<file path="config.mk">
export PLATFORM = sky130hd
export DESIGN_NAME = hbm_ss_health_mon
export DESIGN_NICKNAME = d
export VERILOG_FILES = /design/src/rtl/hbm_ss_health_mon.sv
export SDC_FILE = /design/constraint.sdc
export NUM_CORES = 1
export LEC_CHECK = 0
export BUFFER_PORTS_ARGS = -buffer_cell sky130_fd_sc_hd__buf_2
export CORE_ASPECT_RATIO = 1.2
export CORE_UTILIZATION = 50
export DETAILED_ROUTE_END_ITERATION = 7
export GPL_TIMING_DRIVEN = 0
export PLACE_DENSITY = 0.81
export SLEW_MARGIN = 25
export SYNTH_ARGS = -nofsm -noshare
export SYNTH_HDL_FRONTEND = slang
export SYNTH_SLANG_ARGS = --single-unit
</file>
<file path="constraint.sdc">
create_clock -name clk -period 2.54 [get_ports clk]
set_clock_uncertainty 0.05 [all_clocks]
set_input_delay 0.127 -clock clk [delete_from_list [all_inputs] [get_ports clk]]
set_output_delay 0.127 -clock clk [all_outputs]
set_load 0.01 [all_outputs]
</file>
<file path="src/rtl/hbm_ss_health_mon.sv">
// -----------------------------------------------------------------------------
// hbm_ss_health_mon
//
// Per-device health monitor and bring-up sequencer for a multi-stack HBM
// subsystem. Each device runs an independent FSM:
//   RST -> WAIT_CAL -> READY / FAIL, with TRIP as a terminal state.
// The FSM tracks the calibration result, a calibration timeout, a debounced
// catastrophic-temperature trip and the temperature warning level. The
// per-device READY state releases the AXI-MM channel resets for that device's
// channel group toward the AFU.
//
// Ports:
//   clk            - single clock, all logic on its rising edge
//   reset          - synchronous, active-high reset
//   cal_success    - per-device calibration success level
//   cal_fail       - per-device calibration fail level
//   cattrip        - per-device catastrophic temperature level
//   temp           - per-device 3-bit temperature code, device d at [3d+2:3d]
//   retry          - per-device pulse, restarts calibration wait from FAIL
//   sticky_clr     - per-device pulse, clears sticky bits and peak temperature
//   dev_ready      - device is in READY
//   ch_rst_n       - active-low channel reset, one group per device
//   dev_state      - encoded FSM state per device (RST=0 .. TRIP=4)
//   sticky_status  - per device {trip, temp_warn, cal_timeout, cal_fail}
//   temp_max       - peak temperature code since reset or last sticky_clr
//   irq            - one-cycle pulse on any sticky bit rising
// -----------------------------------------------------------------------------
module hbm_ss_health_mon #(
   parameter int         NUM_DEVICES        = 2,
   parameter int         NUM_CHANNELS       = 32,
   parameter int         CAL_TIMEOUT_CYCLES = 1048576,
   parameter int         DEBOUNCE_CYCLES    = 16,
   parameter logic [2:0] TEMP_WARN          = 3'd5
) (
   input  logic                      clk,
   input  logic                      reset,
   input  logic [NUM_DEVICES-1:0]    cal_success,
   input  logic [NUM_DEVICES-1:0]    cal_fail,
   input  logic [NUM_DEVICES-1:0]    cattrip,
   input  logic [3*NUM_DEVICES-1:0]  temp,
   input  logic [NUM_DEVICES-1:0]    retry,
   input  logic [NUM_DEVICES-1:0]    sticky_clr,
   output logic [NUM_DEVICES-1:0]    dev_ready,
   output logic [NUM_CHANNELS-1:0]   ch_rst_n,
   output logic [3*NUM_DEVICES-1:0]  dev_state,
   output logic [4*NUM_DEVICES-1:0]  sticky_status,
   output logic [3*NUM_DEVICES-1:0]  temp_max,
   output logic                      irq
);

   localparam int CH_PER_DEV = NUM_CHANNELS / NUM_DEVICES;
   localparam int TW         = $clog2(CAL_TIMEOUT_CYCLES);
   localparam int DW         = $clog2(DEBOUNCE_CYCLES + 1);

   localparam logic [TW-1:0] TMO_LAST = TW'(CAL_TIMEOUT_CYCLES - 1);
   localparam logic [DW-1:0] DEB_MAX  = DW'(DEBOUNCE_CYCLES);

   typedef enum logic [2:0] {
      ST_RST      = 3'd0,
      ST_WAIT_CAL = 3'd1,
      ST_READY    = 3'd2,
      ST_FAIL     = 3'd3,
      ST_TRIP     = 3'd4
   } state_t;

   // Per-device "some sticky bit rises this cycle" flags, merged into irq.
   logic [NUM_DEVICES-1:0] rise_vec;
   logic                   irq_q;

   genvar gi;
   generate
      for (gi = 0; gi < NUM_DEVICES; gi++) begin : g_dev
         state_t          state_q, state_d;
         logic [TW-1:0]   timer_q, timer_d;
         logic [DW-1:0]   deb_q, deb_d;
         logic [3:0]      sticky_q, sticky_d, set_v;
         logic [2:0]      temp_max_q, temp_max_d;
         logic [2:0]      temp_v;
         logic            ready_q;

         assign temp_v = temp[3*gi +: 3];

         always_comb begin
            state_d = state_q;
            set_v   = 4'b0000;
            // Timer only runs in WAIT_CAL; any entry into WAIT_CAL starts at 0.
            timer_d = (state_q == ST_WAIT_CAL) ? timer_q + 1'b1 : '0;
            // Debounce counter saturates so a long cattrip cannot wrap.
            if (cattrip[gi]) begin
               deb_d = (deb_q == DEB_MAX) ? deb_q : deb_q + 1'b1;
            end else begin
               deb_d = '0;
            end

            case (state_q)
               ST_RST: begin
                  state_d = ST_WAIT_CAL;
               end
               ST_WAIT_CAL: begin
                  // cal_fail wins over cal_success when both are high.
                  if (cal_fail[gi]) begin
                     state_d  = ST_FAIL;
                     set_v[0] = 1'b1;
                  end else if (cal_success[gi]) begin
                     state_d = ST_READY;
                  end else if (timer_q == TMO_LAST) begin
                     state_d  = ST_FAIL;
                     set_v[1] = 1'b1;
                  end
               end
               ST_READY: begin
                  if (cal_fail[gi] || !cal_success[gi]) begin
                     state_d  = ST_FAIL;
                     set_v[0] = 1'b1;
                  end
               end
               ST_FAIL: begin
                  if (retry[gi]) begin
                     state_d = ST_WAIT_CAL;
                  end
               end
               ST_TRIP: begin
                  state_d = ST_TRIP;
               end
               default: begin
                  state_d = ST_RST;
               end
            endcase

            // A debounced trip overrides whatever transition was chosen above,
            // including the calibration sticky sets that went with it.
            if ((state_q != ST_RST) && (state_q != ST_TRIP) && (deb_d == DEB_MAX)) begin
               state_d    = ST_TRIP;
               set_v[1:0] = 2'b00;
               set_v[3]   = 1'b1;
            end

            if ((state_q != ST_RST) && (temp_v >= TEMP_WARN)) begin
               set_v[2] = 1'b1;
            end

            // Set beats clear in the same cycle.
            sticky_d = (sticky_clr[gi] ? 4'b0000 : sticky_q) | set_v;

            if (sticky_clr[gi]) begin
               temp_max_d = temp_v;
            end else if (temp_v > temp_max_q) begin
               temp_max_d = temp_v;
            end else begin
               temp_max_d = temp_max_q;
            end
         end

         always_ff @(posedge clk) begin
            if (reset) begin
               state_q    <= ST_RST;
               timer_q    <= '0;
               deb_q      <= '0;
               sticky_q   <= 4'b0000;
               temp_max_q <= 3'd0;
               ready_q    <= 1'b0;
            end else begin
               state_q    <= state_d;
               timer_q    <= timer_d;
               deb_q      <= deb_d;
               sticky_q   <= sticky_d;
               temp_max_q <= temp_max_d;
               // Taken from the next state so ready and channel resets move
               // on the same edge as dev_state.
               ready_q    <= (state_d == ST_READY);
            end
         end

         assign rise_vec[gi]                           = |(sticky_d & ~sticky_q);
         assign dev_ready[gi]                          = ready_q;
         assign dev_state[3*gi +: 3]                   = state_q;
         assign sticky_status[4*gi +: 4]               = sticky_q;
         assign temp_max[3*gi +: 3]                    = temp_max_q;
         assign ch_rst_n[gi*CH_PER_DEV +: CH_PER_DEV]  = {CH_PER_DEV{ready_q}};
      end
   endgenerate

   // irq is high in the cycle in which the new sticky value is first visible.
   always_ff @(posedge clk) begin
      if (reset) begin
         irq_q <= 1'b0;
      end else begin
         irq_q <= |rise_vec;
      end
   end

   assign irq = irq_q;

endmodule

</file>
==> run_results.csv, run 1 <==
group,metric,value,unit
route,viasPerCell,5.03,
power,power_density,543,nW/um2
sta,setup_viol,0,
synthesis,synth_top_area_share,39.8,%
floorplanning,num_rows,33,
final_layout,fill_cells,594,
route,drc,0,
global_route,grt_pass1_wl,11700,um
critical_path,path_cells,"inv_1, ha_1, and3b_1, o211ai_1, o2111ai_2, nor2b_1, nand2b_1, a311oi_1",
synthesis,syn_area,3670,um2
floorplanning,coreArea,6980,um2
placement,place_congestion,0.800,
route,drt_first_pass_iters,5,
worst_hold_path,hold_path_class,"input pin to flop",
critical_path,crit_path_end_kind,"flop",
clock_network,clock-sinks,73,
clock_network,cts_tree,"done",
clock_network,root_buffer,"clkbuf_8",
synthesis,synth_top_cell_by_area,"dfxtp_1",
floorplanning,die_h,95.9,um
synthesis,yosys_warnings,0,
final_layout,antenna_cells,0,
sta,fmax,498,MHz
sta,tns,0,ns
global_route,grt_pass1_vias,2811,
critical_path,slowest_delay,0.36,ns
synthesis,syn_nets,465,
final_layout,nNetsFinal,550,
critical_path,critical_path_peak_fanout,6,
clock_network,path_clk_slew,0.07,ns
floorplanning,start_util,52.6,%
clock_network,clock_path_buffers,2,
route,ant_nets,0,
clock_network,post_cts_buffers,0,
global_route,grt_max_degree,18,
synthesis,syn_inst,435,
route,vias,3080,
final_layout,area_delta_synth_final,18.6,%
route,wl_per_cell,12.0,um
synthesis,syn_avg_cell_area,8.44,um2
sta,slew_headroom,66.9,%
sta,hold_violations,0,
sta,min_period,2.01,ns
floorplanning,boundaryPins,73,
floorplanning,dieArea,7700,um2
synthesis,synth-seq-cells,73,
clock_network,cts_buffers,9,
floorplanning,die_w,80.2,um
critical_path,critical_path_required,2.74,ns
job,cap_viol_max_count,0,
synthesis,synthFlopType,"dfxtp_1",
sta,report.final.slew_viol_count,0,
placement,dp_hpwl,5500,um
critical_path,slowest_stage,"dfxtp_1",
synthesis,ys_types,52,
global_route,grt_util_all_layers,19.7,%
synthesis,ys_seq_area_share,39.8,%
sta,rsz0062_at_grt,"no",
critical_path,cp.arrival,2.21,ns
critical_path,crit_type,"flop to flop",
synthesis,synth-edff-count,0,
clock_network,htree_levels,3,
placement,portBuffers,72,
sta,finalCritPeriodShare,79.0,%
route,drt-total-wl,7330,um
global_route,antenna_found_initial,0,
final_layout,final_cell_mix,"buf_2, dfxtp_1, nor2_1",
critical_path,startpoint_type,"flop",
final_layout,final_area,4360,um2
outcome,outcome,"completed",
placement,dpl_cell_area,4140,um2
final_layout,drive_gt1_share,26.7,%
synthesis,netlist_top_cells_area,"dfxtp_1, nor2_1, buf_4, xor2_1, ha_1",
power,max-vdd-ir-drop,0.000397,V
sta,worst_pin_slew,0.496,ns
global_route,overflow,0,
route,drtIter0Drc,81,
synthesis,async_reset_ff_share,0,%
power,leakage,0.00189,uW
clock_network,clk_latency,0.34,ns
final_layout,final_util,62.5,%
## metrics by stage
stage | setup slack [ns] | power (uW) | hold slack (ns) | std cells
after global placement | 0.571 | 1490 | 0.287 | 594
final | 0.533 | 2370 | 0.00877 | 612
after global routing | 0.369 | 2470 | 0.0350 | 612
after CTS | 0.525 | 2380 | 0.00411 | 612
after floorplan | 0.732 | 1400 | 0.192 | 435
after detailed placement | 0.547 | 1500 | 0.292 | 594
## critical path, delay by kind of cell, from the launching register on
kind | cells | cell delay (ns)
fa+ha+maj | 1 | 0.18
compound gates | 3 | 0.69
flops | 1 | 0.36
buf+inv | 1 | 0.10
simple gates | 3 | 0.54
## synth_stat cells, types with 2 or more instances
cell and instances:
or3_1 9, nand3_1 22, buf_4 34, and4_1 3
ha_1 12, nor3_1 8, a21oi_1 24, dfxtp_1 73
nand2b_1 15, and3_1 6, or2_2 2, nor4_1 2
nand2_1 29, nand3b_1 3, nand4_1 3, clkbuf_1 8
a22oi_1 2, o211ai_1 3, nor2b_1 10, nor2_1 69
o21ai_0 13, xor2_1 24, and3_2 2, xnor2_1 12
inv_1 14, mux2i_1 7
## metal layers
| metal | wire length [um] | vias up | track usage (%) |
|---|---|---|---|
| li1 | - | 1599 | - |
| met1 | 3160 | 1443 | 21.2 |
| met2 | 3810 | 28 | 35.7 |
| met3 | 230 | 10 | 3.89 |
| met4 | 124 | 0 | 11.2 |
| met5 | 0 | - | 0 |
## what timing repair did
item / in CTS / in global routing
endpoints found under the hold margin: 2 / 0
hold buffers: 2 / 0
gates resized for setup: 0 / 0
## cell type report
cell class	instances	area, um2	share of cell area [%]
multi-input combinational	303	1850	42.5
sequential	73	1460	33.5
timing repair buffer	74	380	8.73
buffer	45	307	7.03
clock buffer	10	138	3.16
tap	87	109	2.50
clock inverter	6	57.6	1.32
inverter	14	52.6	1.21
## flip-flops by register name, indices dropped and copies added (netlist names)
register          count
g_dev.timer_q        40
g_dev.temp_max_q      6
g_dev.ready_q         2
irq                   1
g_dev.sticky_q        8
g_dev.deb_q          10
g_dev.state_q         6
## power breakdown
group / leakage (uW) / switching (uW) / internal (uW) / total (uW)
clock network: 0.000102 / 420 / 473 / 893
logic: 0.00120 / 142 / 130 / 272
registers: 0.000593 / 28.2 / 1170 / 1200
total: 0.00189 / 590 / 1780 / 2370
## worst paths after layout
check / from / to / slack (ns) / cells after the start
worst max register to register: g_dev[0].deb_q[0] / g_dev[0].state_q[1] / 0.53 / 8
worst min-delay path: temp[5] / g_dev[1].temp_max_q[2] / 0.009 / 3
worst max-delay path: g_dev[0].deb_q[0] / g_dev[0].state_q[1] / 0.53 / 8
worst min register to register: g_dev[1].timer_q[0] / g_dev[1].timer_q[0] / 0.42 / 1
## cells by family (layout without fill, tap and decap cells)
logic type	after synthesis	in the layout	synth area share, %
compound gates	51	51	8.28
xor+xnor	36	36	8.58
fa+ha+maj	12	12	4.09
buf+inv	59	149	9.77
flops	73	73	39.8
mux	9	9	2.62
simple gates	195	195	26.9
Power figures use the tool's default switching activity.
==> run 2: changes to the inputs <==
--- a/config.mk
+++ b/config.mk
@@ -10,7 +10,7 @@
 export CORE_UTILIZATION = 50
 export DETAILED_ROUTE_END_ITERATION = 7
 export GPL_TIMING_DRIVEN = 0
-export PLACE_DENSITY = 0.81
+export PLACE_DENSITY = 0.83
 export SLEW_MARGIN = 25
 export SYNTH_ARGS = -nofsm -noshare
 export SYNTH_HDL_FRONTEND = slang
==> constraint.sdc (replaced) <==
create_clock -name clk -period 1.8 [get_ports clk]
set_clock_uncertainty 0.05 [all_clocks]
set_input_delay 0.09 -clock clk [delete_from_list [all_inputs] [get_ports clk]]
set_output_delay 0.09 -clock clk [all_outputs]
set_load 0.01 [all_outputs]
==> run 2 against run 1 <==
The flow now finishes with violations (setup timing); non-clock buffer count is 23 higher; critical path type unchanged; fmax is 6.1% higher; worst setup slack worse by 0.62 ns; highest routed layer unchanged; routed wire length increased by 22%; global-route usage grew 3.2 points; combinational power increased by 68%; critical path depth shrank 1; sequential share of layout area fell by 2.5 points; first-iteration DRC count grew 89%; largest power group unchanged; power is 49% higher; hold slack worse by 0.00088 ns; clock power up 53%.
==> run_results.csv, run 2 (synthesized netlist as in run 1, its figures left out) <==
group,metric,value,unit
critical_path,critical_path_peak_fanout,5,
job,cap_viol_max_count,0,
final_layout,final_cell_mix,"buf_2, nor2_1, dfxtp_1",
placement,place_congestion,0.803,
route,viasPerCell,5.22,
sta,setup_viol,4,
placement,dpl_cell_area,4140,um2
sta,worst_pin_slew,0.572,ns
sta,finalCritPeriodShare,105,%
sta,fmax,529,MHz
power,max-vdd-ir-drop,0.000566,V
clock_network,clk_latency,0.34,ns
critical_path,critical_path_required,1.95,ns
floorplanning,start_util,52.6,%
sta,hold_violations,0,
critical_path,crit_type,"flop to flop",
sta,tns,-0.210,ns
global_route,overflow,0,
sta,worst_slack,-0.0916,ns
floorplanning,dieArea,7700,um2
clock_network,htree_levels,3,
final_layout,final_area,4820,um2
floorplanning,die_h,95.9,um
route,wl_per_cell,14.1,um
clock_network,path_clk_slew,0.08,ns
power,power_density,731,nW/um2
sta,hold_slack,0.00789,ns
route,drtIter0Drc,153,
floorplanning,num_rows,33,
clock_network,cts_tree,"done",
final_layout,max_flop_register,"g_dev.timer_q",
floorplanning,die_w,80.2,um
final_layout,final_common_cell,"buf_2",
clock_network,cts_buffers,9,
route,ant_nets,0,
critical_path,cp.arrival,2.04,ns
critical_path,startpoint_type,"flop",
clock_network,clock-sinks,73,
floorplanning,boundaryPins,73,
clock_network,root_buffer,"clkbuf_8",
global_route,antenna_found_initial,0,
outcome,outcome,"finished, violations left",
critical_path,crit_path_end_kind,"flop",
power,leakage,0.00205,uW
final_layout,area_delta_synth_final,31.1,%
sta,slew_headroom,61.9,%
final_layout,largest_reg_flops,40,
power,power,3520,uW
route,drt-total-wl,8970,um
worst_hold_path,hold_path_class,"input pin to flop",
sta,report.final.slew_viol_count,0,
global_route,grt_max_degree,18,
global_route,grt_pass1_vias,3114,
sta,rsz0062_at_grt,"yes",
floorplanning,coreArea,6980,um2
route,drc,0,
final_layout,antenna_cells,0,
global_route,grt_util_all_layers,22.9,%
sta,min_period,1.89,ns
route,drt_first_pass_iters,4,
final_layout,nNetsFinal,573,
placement,pre_cts_ws,-0.172,ns
clock_network,clock_path_buffers,2,
final_layout,drive_gt1_share,36.9,%
global_route,grt_pass1_wl,13600,um
placement,dp_hpwl,5640,um
final_layout,top_regs,"g_dev.timer_q x40, g_dev.deb_q x10, g_dev.sticky_q x8",
route,vias,3312,
placement,portBuffers,72,
outcome,violations,"setup timing",
[run 2: cell count changes in the layout (fill, tap and decap cells not counted), moves of 5 or more]
cell,change
dlygate4sd3_1,+7
a21oi_1,-5
ha_4,+7
dfxtp_4,+6
dfxtp_1,-16
buf_4,+18
ha_1,-7
dfxtp_2,+10
[run 2: routing by layer]
metal  global-route usage, %  vias up  wire (um)
met3                    4.55       25        412
met1                    25.3     1556       3540
met2                    41.0       86       4770
met5                       0        -          0
met4                    12.4        0        255
li1                        -     1645          -
[run 2: final timing paths]
check / start / to / slack, ns / cells past startpoint
setup / recovery: g_dev[0].deb_q[0] / g_dev[0].sticky_q[0] / -0.09 / 7
hold / removal: cal_success[1] / g_dev[1].ready_q / 0.008 / 3
setup reg to reg: g_dev[0].deb_q[0] / g_dev[0].sticky_q[0] / -0.09 / 7
hold reg to reg: g_dev[1].timer_q[0] / g_dev[1].timer_q[0] / 0.41 / 1
[run 2: timing repair]
item                                    4_1_cts  5_1_grt
endpoints found under the setup margin       23       20
hold endpoints to repair                      9        0
buffers inserted                              5       13
pin swaps                                     8       14
hold buffers                                  9        0
resized for setup                            37       32
[run 2: power breakdown]
part / internal, uW / switching, uW
registers: 1650 / 47.8
logic: 221 / 236
clock network: 782 / 583
[run 2: final cells by class]
cell class	count	area, um2
multi-input combinational	303	2070
sequential	73	1500
clock inverter	3	65.1
fill	504	2160
inverter	14	52.6
timing repair buffer	98	581
buffer	44	303
clock buffer	13	139
tap	87	109
[run 2: stage by stage]
step	utilization, %	cells
floorplan	-	435
global placement	59.4	594
detailed placement	59.4	594
CTS	65.9	624
global route	69.0	635
finish	69.0	635
[run 2: critical path, stage by stage (launching register included)]
cell	delay, ns
dfxtp_4	0.37
ha_4	0.17
or3b_1	0.37
o211ai_1	0.20
o2111ai_2	0.19
nor2b_4	0.20
a21oi_2	0.14
nor2_1	0.07
